File: src/rtl/elink_rx_pkg.sv
// elink_rx_pkg: default widths and FSM state encoding shared by the elink frame receiver files
package elink_rx_pkg;
  localparam int FRAME_W_DEF = 76;
  localparam int CNT_W_DEF = 16;
  localparam logic [2:0] S_IDLE   = 3'd0;
  localparam logic [2:0] S_DATA   = 3'd1;
  localparam logic [2:0] S_PARITY = 3'd2;
  localparam logic [2:0] S_STOP   = 3'd3;
  localparam logic [2:0] S_WAIT   = 3'd4;
endpackage

File: src/rtl/elink_frame_receiver_if.sv
// elink_frame_receiver_if: reader handshake bundle
//   start_read_elink (reader->rx), payload, irq_elink, end_read_elink (rx->reader)
//   master = reader side, slave = receiver side
interface elink_frame_receiver_if
  import elink_rx_pkg::*;
#(parameter int FRAME_W = FRAME_W_DEF);
  logic               start_read_elink;
  logic [FRAME_W-1:0] payload;
  logic               irq_elink;
  logic               end_read_elink;
  modport master(output start_read_elink, input payload, irq_elink, end_read_elink);
  modport slave(input start_read_elink, output payload, irq_elink, end_read_elink);
endinterface

File: src/rtl/elink_rx_deser.sv
// elink_rx_deser: start/data/[parity]/stop deserializer FSM with MSB-first shift register
//   in:  clk, rst, rxd
//   out: frame_valid/data (strobe during a good stop bit), frame_err, parity_err, busy
//   ELINK_RX_PARITY_EN adds an even-parity bit between data and stop
module elink_rx_deser
  import elink_rx_pkg::*;
#(parameter int FRAME_W = FRAME_W_DEF) (
  input  logic               clk,
  input  logic               rst,
  input  logic               rxd,
  output logic               frame_valid,
  output logic               frame_err,
  output logic               parity_err,
  output logic [FRAME_W-1:0] data,
  output logic               busy
);
  localparam int CW = $clog2(FRAME_W);
  logic [2:0] state_q, state_d;
  logic [CW-1:0] cnt_q, cnt_d;
  logic [FRAME_W-1:0] shift_q, shift_d;
`ifdef ELINK_RX_PARITY_EN
  logic perr_q, perr_d;
`endif
  always_comb begin
    state_d = state_q;
    cnt_d = cnt_q;
    shift_d = shift_q;
    frame_valid = 1'b0;
    frame_err = 1'b0;
    parity_err = 1'b0;
`ifdef ELINK_RX_PARITY_EN
    perr_d = perr_q;
`endif
    case (state_q)
      S_IDLE: if (!rxd) begin
        state_d = S_DATA;
        cnt_d = '0;
      end
      S_DATA: begin
        shift_d = {shift_q[FRAME_W-2:0], rxd};
        cnt_d = cnt_q + 1'b1;
`ifdef ELINK_RX_PARITY_EN
        if (cnt_q == CW'(FRAME_W - 1)) state_d = S_PARITY;
`else
        if (cnt_q == CW'(FRAME_W - 1)) state_d = S_STOP;
`endif
      end
`ifdef ELINK_RX_PARITY_EN
      S_PARITY: begin
        perr_d = ^shift_q ^ rxd;
        state_d = S_STOP;
      end
`endif
      S_STOP: begin
`ifdef ELINK_RX_PARITY_EN
        parity_err = perr_q;
        frame_valid = rxd & !perr_q;
`else
        frame_valid = rxd;
`endif
        frame_err = !rxd;
        state_d = rxd ? S_IDLE : S_WAIT;
      end
      S_WAIT: if (rxd) state_d = S_IDLE;
      default: state_d = S_IDLE;
    endcase
  end
  always_ff @(posedge clk) begin
    if (rst) begin
      state_q <= S_IDLE;
      cnt_q <= '0;
      shift_q <= '0;
`ifdef ELINK_RX_PARITY_EN
      perr_q <= 1'b0;
`endif
    end else begin
      state_q <= state_d;
      cnt_q <= cnt_d;
      shift_q <= shift_d;
`ifdef ELINK_RX_PARITY_EN
      perr_q <= perr_d;
`endif
    end
  end
  assign data = shift_q;
  assign busy = state_q != S_IDLE;
endmodule

File: src/rtl/elink_frame_receiver.sv
// elink_frame_receiver: elink serial frame receiver with single-frame holding buffer
//   in:  clk, rst, rxd, rd.start_read_elink
//   out: rd.payload, rd.irq_elink, rd.end_read_elink, frame_err, ovf_err, parity_err, frame_cnt, busy
//   ELINK_RX_PARITY_EN enables the even-parity bit and parity_err
module elink_frame_receiver
  import elink_rx_pkg::*;
#(
  parameter int FRAME_W = FRAME_W_DEF,
  parameter int CNT_W = CNT_W_DEF
) (
  input  logic                   clk,
  input  logic                   rst,
  input  logic                   rxd,
  elink_frame_receiver_if.slave  rd,
  output logic                   frame_err,
  output logic                   ovf_err,
  output logic                   parity_err,
  output logic [CNT_W-1:0]       frame_cnt,
  output logic                   busy
);
  logic fv, fe, pe, rd_ack, load;
  logic [FRAME_W-1:0] fdata;
  logic [FRAME_W-1:0] payload_q, payload_d;
  logic [CNT_W-1:0] cnt_q, cnt_d;
  logic irq_q, irq_d, end_q, end_d, ferr_q, ferr_d, ovf_q, ovf_d, perr_q, perr_d;
  elink_rx_deser #(.FRAME_W(FRAME_W)) u_deser (
    .clk(clk), .rst(rst), .rxd(rxd),
    .frame_valid(fv), .frame_err(fe), .parity_err(pe), .data(fdata), .busy(busy)
  );
  // a read in the completion cycle frees the buffer in time for the new frame
  always_comb begin
    rd_ack = rd.start_read_elink & irq_q;
    load = fv & (!irq_q | rd_ack);
    payload_d = load ? fdata : payload_q;
    irq_d = load | (irq_q & !rd_ack);
    cnt_d = cnt_q + CNT_W'(load);
    ovf_d = fv & irq_q & !rd_ack;
    end_d = rd_ack;
    ferr_d = fe;
    perr_d = pe;
  end
  always_ff @(posedge clk) begin
    if (rst) begin
      payload_q <= '0;
      cnt_q <= '0;
      irq_q <= 1'b0;
      end_q <= 1'b0;
      ferr_q <= 1'b0;
      ovf_q <= 1'b0;
      perr_q <= 1'b0;
    end else begin
      payload_q <= payload_d;
      cnt_q <= cnt_d;
      irq_q <= irq_d;
      end_q <= end_d;
      ferr_q <= ferr_d;
      ovf_q <= ovf_d;
      perr_q <= perr_d;
    end
  end
  assign rd.payload = payload_q;
  assign rd.irq_elink = irq_q;
  assign rd.end_read_elink = end_q;
  assign frame_err = ferr_q;
  assign ovf_err = ovf_q;
  assign parity_err = perr_q;
  assign frame_cnt = cnt_q;
endmodule

File: src/flat_wrapper.sv
// flat-port wrapper written by rule: the top's interface ports become plain ports
module elink_frame_receiver_flat import elink_rx_pkg::*;
#(
  parameter int FRAME_W = FRAME_W_DEF,
  parameter int CNT_W = CNT_W_DEF
)
  (clk, rst, rxd, frame_err, ovf_err, parity_err, frame_cnt, busy, rd_start_read_elink, rd_payload, rd_irq_elink, rd_end_read_elink);
  elink_frame_receiver_if #(.FRAME_W(FRAME_W)) rd_i ();
  input  logic clk;
  input  logic rst;
  input  logic rxd;
  output logic frame_err;
  output logic ovf_err;
  output logic parity_err;
  output logic [CNT_W-1:0] frame_cnt;
  output logic busy;
  input wire logic [$bits(rd_i.start_read_elink)-1:0] rd_start_read_elink;
  output wire logic [$bits(rd_i.payload)-1:0] rd_payload;
  output wire logic [$bits(rd_i.irq_elink)-1:0] rd_irq_elink;
  output wire logic [$bits(rd_i.end_read_elink)-1:0] rd_end_read_elink;
  assign rd_i.start_read_elink = rd_start_read_elink;
  assign rd_payload = rd_i.payload;
  assign rd_irq_elink = rd_i.irq_elink;
  assign rd_end_read_elink = rd_i.end_read_elink;
  elink_frame_receiver #(.FRAME_W(FRAME_W), .CNT_W(CNT_W)) u_core (.clk(clk), .rst(rst), .rxd(rxd), .rd(rd_i), .frame_err(frame_err), .ovf_err(ovf_err), .parity_err(parity_err), .frame_cnt(frame_cnt), .busy(busy));
endmodule
File: config.mk
export PLATFORM = sky130hd
export DESIGN_NAME = elink_frame_receiver_flat
export DESIGN_NICKNAME = d
export VERILOG_FILES = /design/src/rtl/elink_rx_pkg.sv /design/src/rtl/elink_frame_receiver_if.sv /design/src/rtl/elink_rx_deser.sv /design/src/rtl/elink_frame_receiver.sv /design/src/flat_wrapper.sv
export SDC_FILE = /design/constraint.sdc
export NUM_CORES = 1
export LEC_CHECK = 0
export CORE_MARGIN = 2
export CORE_UTILIZATION = 57
export CTS_BUF_LIST = sky130_fd_sc_hd__clkbuf_16
export DETAILED_ROUTE_END_ITERATION = 10
export GPL_ROUTABILITY_DRIVEN = 1
export PLACE_DENSITY = 0.81
export SYNTH_ARGS = -nofsm -noshare
export SYNTH_HDL_FRONTEND = slang
export SYNTH_SLANG_ARGS = --single-unit
File: constraint.sdc
create_clock -name clk -period 4.65 [get_ports clk]
set_input_delay 0.93 -clock clk [delete_from_list [all_inputs] [get_ports clk]]
set_output_delay 0.93 -clock clk [all_outputs]
set_load 0.005 [all_outputs]
**Word-level counts from Yosys, hierarchy flattened**

Cells that the tools add are included.

- Flip-flop bits (word level): 182
- Logic and storage cells: 43

- Add/sub/neg operators: 2
- Eq/ne operators: 7
- Mux-type cells: 8
- Bitwise logic cells: 8
- Reduce and logical (&&, ||, !) cells: 9

Operator list:

| cell | count |
|---|---|
| $add 16x1->16 | 1 |
| $pmux 7 s2 | 1 |
| $mux 3 | 4 |
| $pmux 3 s4 | 1 |
| $add 7x1->7 const B | 1 |
| $eq 7x7->1 const B | 1 |
| $mux 7 | 1 |
| $ne 2x2->1 const B | 3 |
| $and 1x1->1 | 5 |
| $eq 3x1->1 const B | 1 |
| $eq 3x2->1 const B | 1 |
| $eq 3x3->1 const B | 1 |
| $logic_not 1->1 | 3 |
| $logic_not 3->1 | 1 |
| $reduce_and 3->1 | 1 |
| $reduce_bool 3->1 | 1 |
| $or 1x1->1 | 2 |
| $reduce_and 2->1 | 1 |
| $reduce_bool 2->1 | 1 |
| $reduce_or 2->1 | 1 |
| $mux 1 | 1 |
| $not 1->1 | 1 |

**Depth between registers and ports, before layout**

- Word-level depth: 4
- Gate-level depth with buffers: 12
- Depth with buffers taken out: 9

**By module**

Synthesis repeated with hierarchy kept, for this count alone.

- Cell total of the unflattened synthesis: 815
- Area, all modules: 6600.1 um2

Modules (own cells, without submodules):

| module | times used | cells an instance | area an instance (um2) | sequential area each (um2) |
|---|---|---|---|---|
| elink_frame_receiver | 1 | 423 | 3480.8 | 1941.9 |
| elink_rx_deser | 1 | 392 | 3119.2 | 1721.7 |

**Least setup slack after synthesis**

OpenSTA, ideal clock, no wires.

- Path type: input port to flip-flop
- Start point: input port rxd
- End point: register u_core.cnt_q[14], in the netlist u_core.frame_cnt[14]
- Setup time: 128 ps
- Arrival: 2636 ps
- Setup slack: 1886 ps
- Stages on the path: 11
- Cell sequence: nand4b_1 -> nand2b_4 -> buf_6 -> clkinv_4 -> buf_2 -> ha_1 -> ha_1 -> nand3_1 -> nor4_1 -> xnor2_1 -> nor2_1

- Word-level cells in the longest chain between the ends: 3

RTL lines:

| element | line | RTL |
|---|---|---|
| start, declared | flat_wrapper.sv:11 | `input logic rxd;` |
| $mux 1 | elink_rx_deser.sv:34 | `case (state_q)` |
| $and 1x1->1 | elink_frame_receiver.sv:33 | `load = fv & (!irq_q \| rd_ack);` |
| net u_core.load | elink_frame_receiver.sv:21 | `logic fv, fe, pe, rd_ack, load;` |
| $add 16x1->16 | elink_frame_receiver.sv:36 | `cnt_d = cnt_q + CNT_W'(load);` |
| end signal, assigned | elink_frame_receiver.sv:53 | `cnt_q <= cnt_d;` |
| end, declared | elink_frame_receiver.sv:24 | `logic [CNT_W-1:0] cnt_q, cnt_d;` |

The timed path passes the listed nets, and every way through them passes these cells.
A chain may end at the register's enable or synchronous reset.

**Worst setup path after layout**

- Start point: input port rxd
- End point: register u_core.cnt_q[14], in the netlist u_core.frame_cnt[14]

- Word-level cells in the longest chain between the ends: 3

RTL lines:

| element | line |
|---|---|
| $mux 1 | elink_rx_deser.sv:34 |
| $and 1x1->1 | elink_frame_receiver.sv:33 |
| $add 16x1->16 | elink_frame_receiver.sv:36 |

Every way passes these cells.

==> reports/metrics.yaml <==
p_clk_frac: 0.496
tns_ns: 0
root_buffer: "clkbuf_16"
clock-sinks: 182
gp_congestion: 0.8361
p_leak_nw: 2.641
clock_latency_ns: 0.42
rsz0062_at_grt: "false"
place_area_um2: 7511
finClkSkew_ns: 0.006353
hp-start: "u_core.rd.payload[12]"
wl_met3_um: 594
drt-total-wl_mm: 13.66
status: "complete, no violations"
ys_ff_latch: 182
syn_nets: 810
cts_hold_buf: 0
seq_area_frac_synth: 0.5539
timing.rr.end: "u_core.frame_cnt[14]"
worstRegToRegCells: 9
syn_to_final_growth_pct: 24.46
grt_max_degree: 119
drt-initial-drc-count: 389
fmax_mhz: 288.2
cts_tree: "yes"
cts_made_buffers: 17
holdPathStages: 2
cts_setup_buffers: 0
synth_cell_types: 39
grt_overflow: 0
start_util: 0.5810
p_seq_frac: 0.482
crit_fanout: 77
vias_per_cell: 5.299
io_pins: 102
yosysWarnings: 0
synth_area_leaders: "dfxtp_1, nand2_1, a21oi_1"
setup.worst_path.class: "in2reg"
syn_area_um2: 6578
synth_area_per_cell_um2: 8.191
vias: 5447
htreeDepth: 4
die_y_um: 111.4
synth_area_leader_cell: "dfxtp_1"
final_cell_area_um2: 8187
yosys_most_used_dff: "dfxtp_1"
layout_commonest_cell: "nand2_1"
synthCells: 803
fin_crit_ns: 3.470
ir_drop_mv: 0.2738
hpwl_mm: 8.373
highest_layer: "met4"
core_um2: 11320
grt_pass1_wl_mm: 22.60
diodes: 0
antenna_found_initial: 0
r2r_start: "u_core.u_deser.state_q[0]"
ant_nets: 0
drcViolationCount: 0
cts_resized: 0
port_buffers: 100
grtUsageTotal: 0.2209
hold_class: "reg2reg"
p_comb_frac: 0.022
powerDensity_nw_per_um2: 396.7
crit_arrival_ns: 3.76
setup-violations-final: 0
worst_pin_slew_ns: 0.9545
synth_top_area_share: 0.5539
dr_wl_met2_mm: 6.867
cts_buffer_depth: 2
p_sw_w: 0.0006621
holdPathEnd: "u_core.rd.payload[12]"
dr.pass1.iters: 5
clkSlewWorstSetupHoldPaths_ns: 0.06
row_count: 39
synth-edff-count: 0
nets: 879
relSlewSlack: 0.3609
mostFrequentLayoutCells: "nand2_1, dfxtp_1, a21oi_1, clkdlybuf4s50_1"
finalCritPeriodShare: 0.7461
critPathLaunchType: "primary input"
drt-met1-wl_mm: 5.981
async_reset_ff_frac: 0
cp-end-kind: "flip-flop"
r2r_slack_ns: 1.84
grt_pass1_vias: 5028
drive_above_1_share: 0.07006
p_int_w: 0.002586
die_width_um: 111.4
die_area_um2: 12410
slew_viol_final: 0
hold_violations: 0
cp.required_ns: 4.94
cap_violations: 0
switching_share: 0.2039
wl_per_cell_um: 13.29
power groups by stage:
stage | logic, W | clock network [W] | registers (W)
floorplan | 0.0000587 | 0 | 0.00160
global placement | 0.0000698 | 0 | 0.00160
detailed placement | 0.0000708 | 0 | 0.00160
CTS | 0.0000711 | 0.00164 | 0.00156
global route | 0.0000789 | 0.00171 | 0.00156
finish | 0.0000713 | 0.00161 | 0.00156
metal layers:
layer,GRT usage,vias to the layer above
li1,-,2757
met1,0.2656,2542
met2,0.3764,128
met3,0.05553,20
met4,0.09712,0
met5,0,-
worst max path at each step:
stage / from / end / slack [ns] / cells past startpoint
finish: rxd / u_core.frame_cnt[14] / 1.18 / 10
global route: rxd / u_core.frame_cnt[14] / 0.94 / 10
CTS: rxd / u_core.frame_cnt[14] / 1.22 / 10
detailed placement: rxd / u_core.frame_cnt[14] / 0.80 / 10
global placement: rxd / u_core.frame_cnt[12] / 0.93 / 10
floorplan: rxd / u_core.frame_cnt[14] / 1.89 / 11
cell usage after synthesis, types with 2 or more instances:
| master | n |
|---|---|
| nand2_1 | 310 |
| dfxtp_1 | 182 |
| a21oi_1 | 139 |
| clkbuf_1 | 25 |
| a21oi_2 | 19 |
| nor2_1 | 19 |
| buf_2 | 18 |
| xnor2_1 | 11 |
| nand3_1 | 8 |
| buf_4 | 7 |
| nor3_1 | 7 |
| inv_1 | 5 |
| nand4_1 | 5 |
| nor4_1 | 5 |
| buf_6 | 4 |
| o21ai_0 | 4 |
| a22oi_1 | 3 |
| and3_1 | 3 |
| ha_1 | 3 |
| nor2b_1 | 3 |
| or3_1 | 3 |
| nand4b_1 | 2 |
| o2111ai_1 | 2 |
stage by stage:
step | utilization | cells | hold WS, ns | setup WS, ns | total power, W
floorplan | - | 803 | 0.4321 | 1.886 | 0.001657
global placement | 0.6635 | 996 | 0.4432 | 0.9321 | 0.001670
detailed placement | 0.6635 | 996 | 0.4481 | 0.8033 | 0.001671
CTS | 0.7231 | 1028 | 0.4561 | 1.220 | 0.003276
global route | 0.7231 | 1028 | 0.4758 | 0.9448 | 0.003354
finish | 0.7231 | 1028 | 0.4527 | 1.180 | 0.003248
cells by family after synthesis:
| family | share of synthesized area |
|---|---|
| adders and majority gates | 0.005707 |
| buffers and inverters | 0.04984 |
| DFF | 0.5539 |
| AOI/OAI and AO/OA | 0.1461 |
| xor gates and xnor gates | 0.01598 |
| and+or+nand+nor | 0.2264 |
| other | 0.0005701 |
| muxes | 0.001522 |
critical path, stage by stage:
cell	delay [ns]
clkdlybuf4s50_1	0.63
nand4b_1	0.18
nand2b_4	0.19
clkinv_4	0.39
ha_1	0.29
ha_1	0.20
nand3_1	0.26
nor4_1	0.44
xnor2_1	0.16
nor2_1	0.06
registers in the layout (all words and copies together) (netlist names):
register / flops
u_core.ovf_err: 1
u_core.u_deser.data: 76
u_core.u_deser.state_q: 3
u_core.frame_cnt: 16
u_core.rd.end_read_elink: 1
u_core.frame_err: 1
u_core.u_deser.cnt_q: 7
u_core.rd.payload: 76
u_core.rd.irq_elink: 1
layout make-up:
class | instances | area, um2
Fill cell | 870 | 3134
Timing Repair Buffer | 106 | 1047
Tap cell | 143 | 178.9
Clock inverter | 15 | 250.2
Multi-Input combinational cell | 559 | 2614
Clock buffer | 17 | 425.4
Inverter | 6 | 27.53
Sequential cell | 182 | 3643
Note: power is estimated with default switching activity, not from simulation.
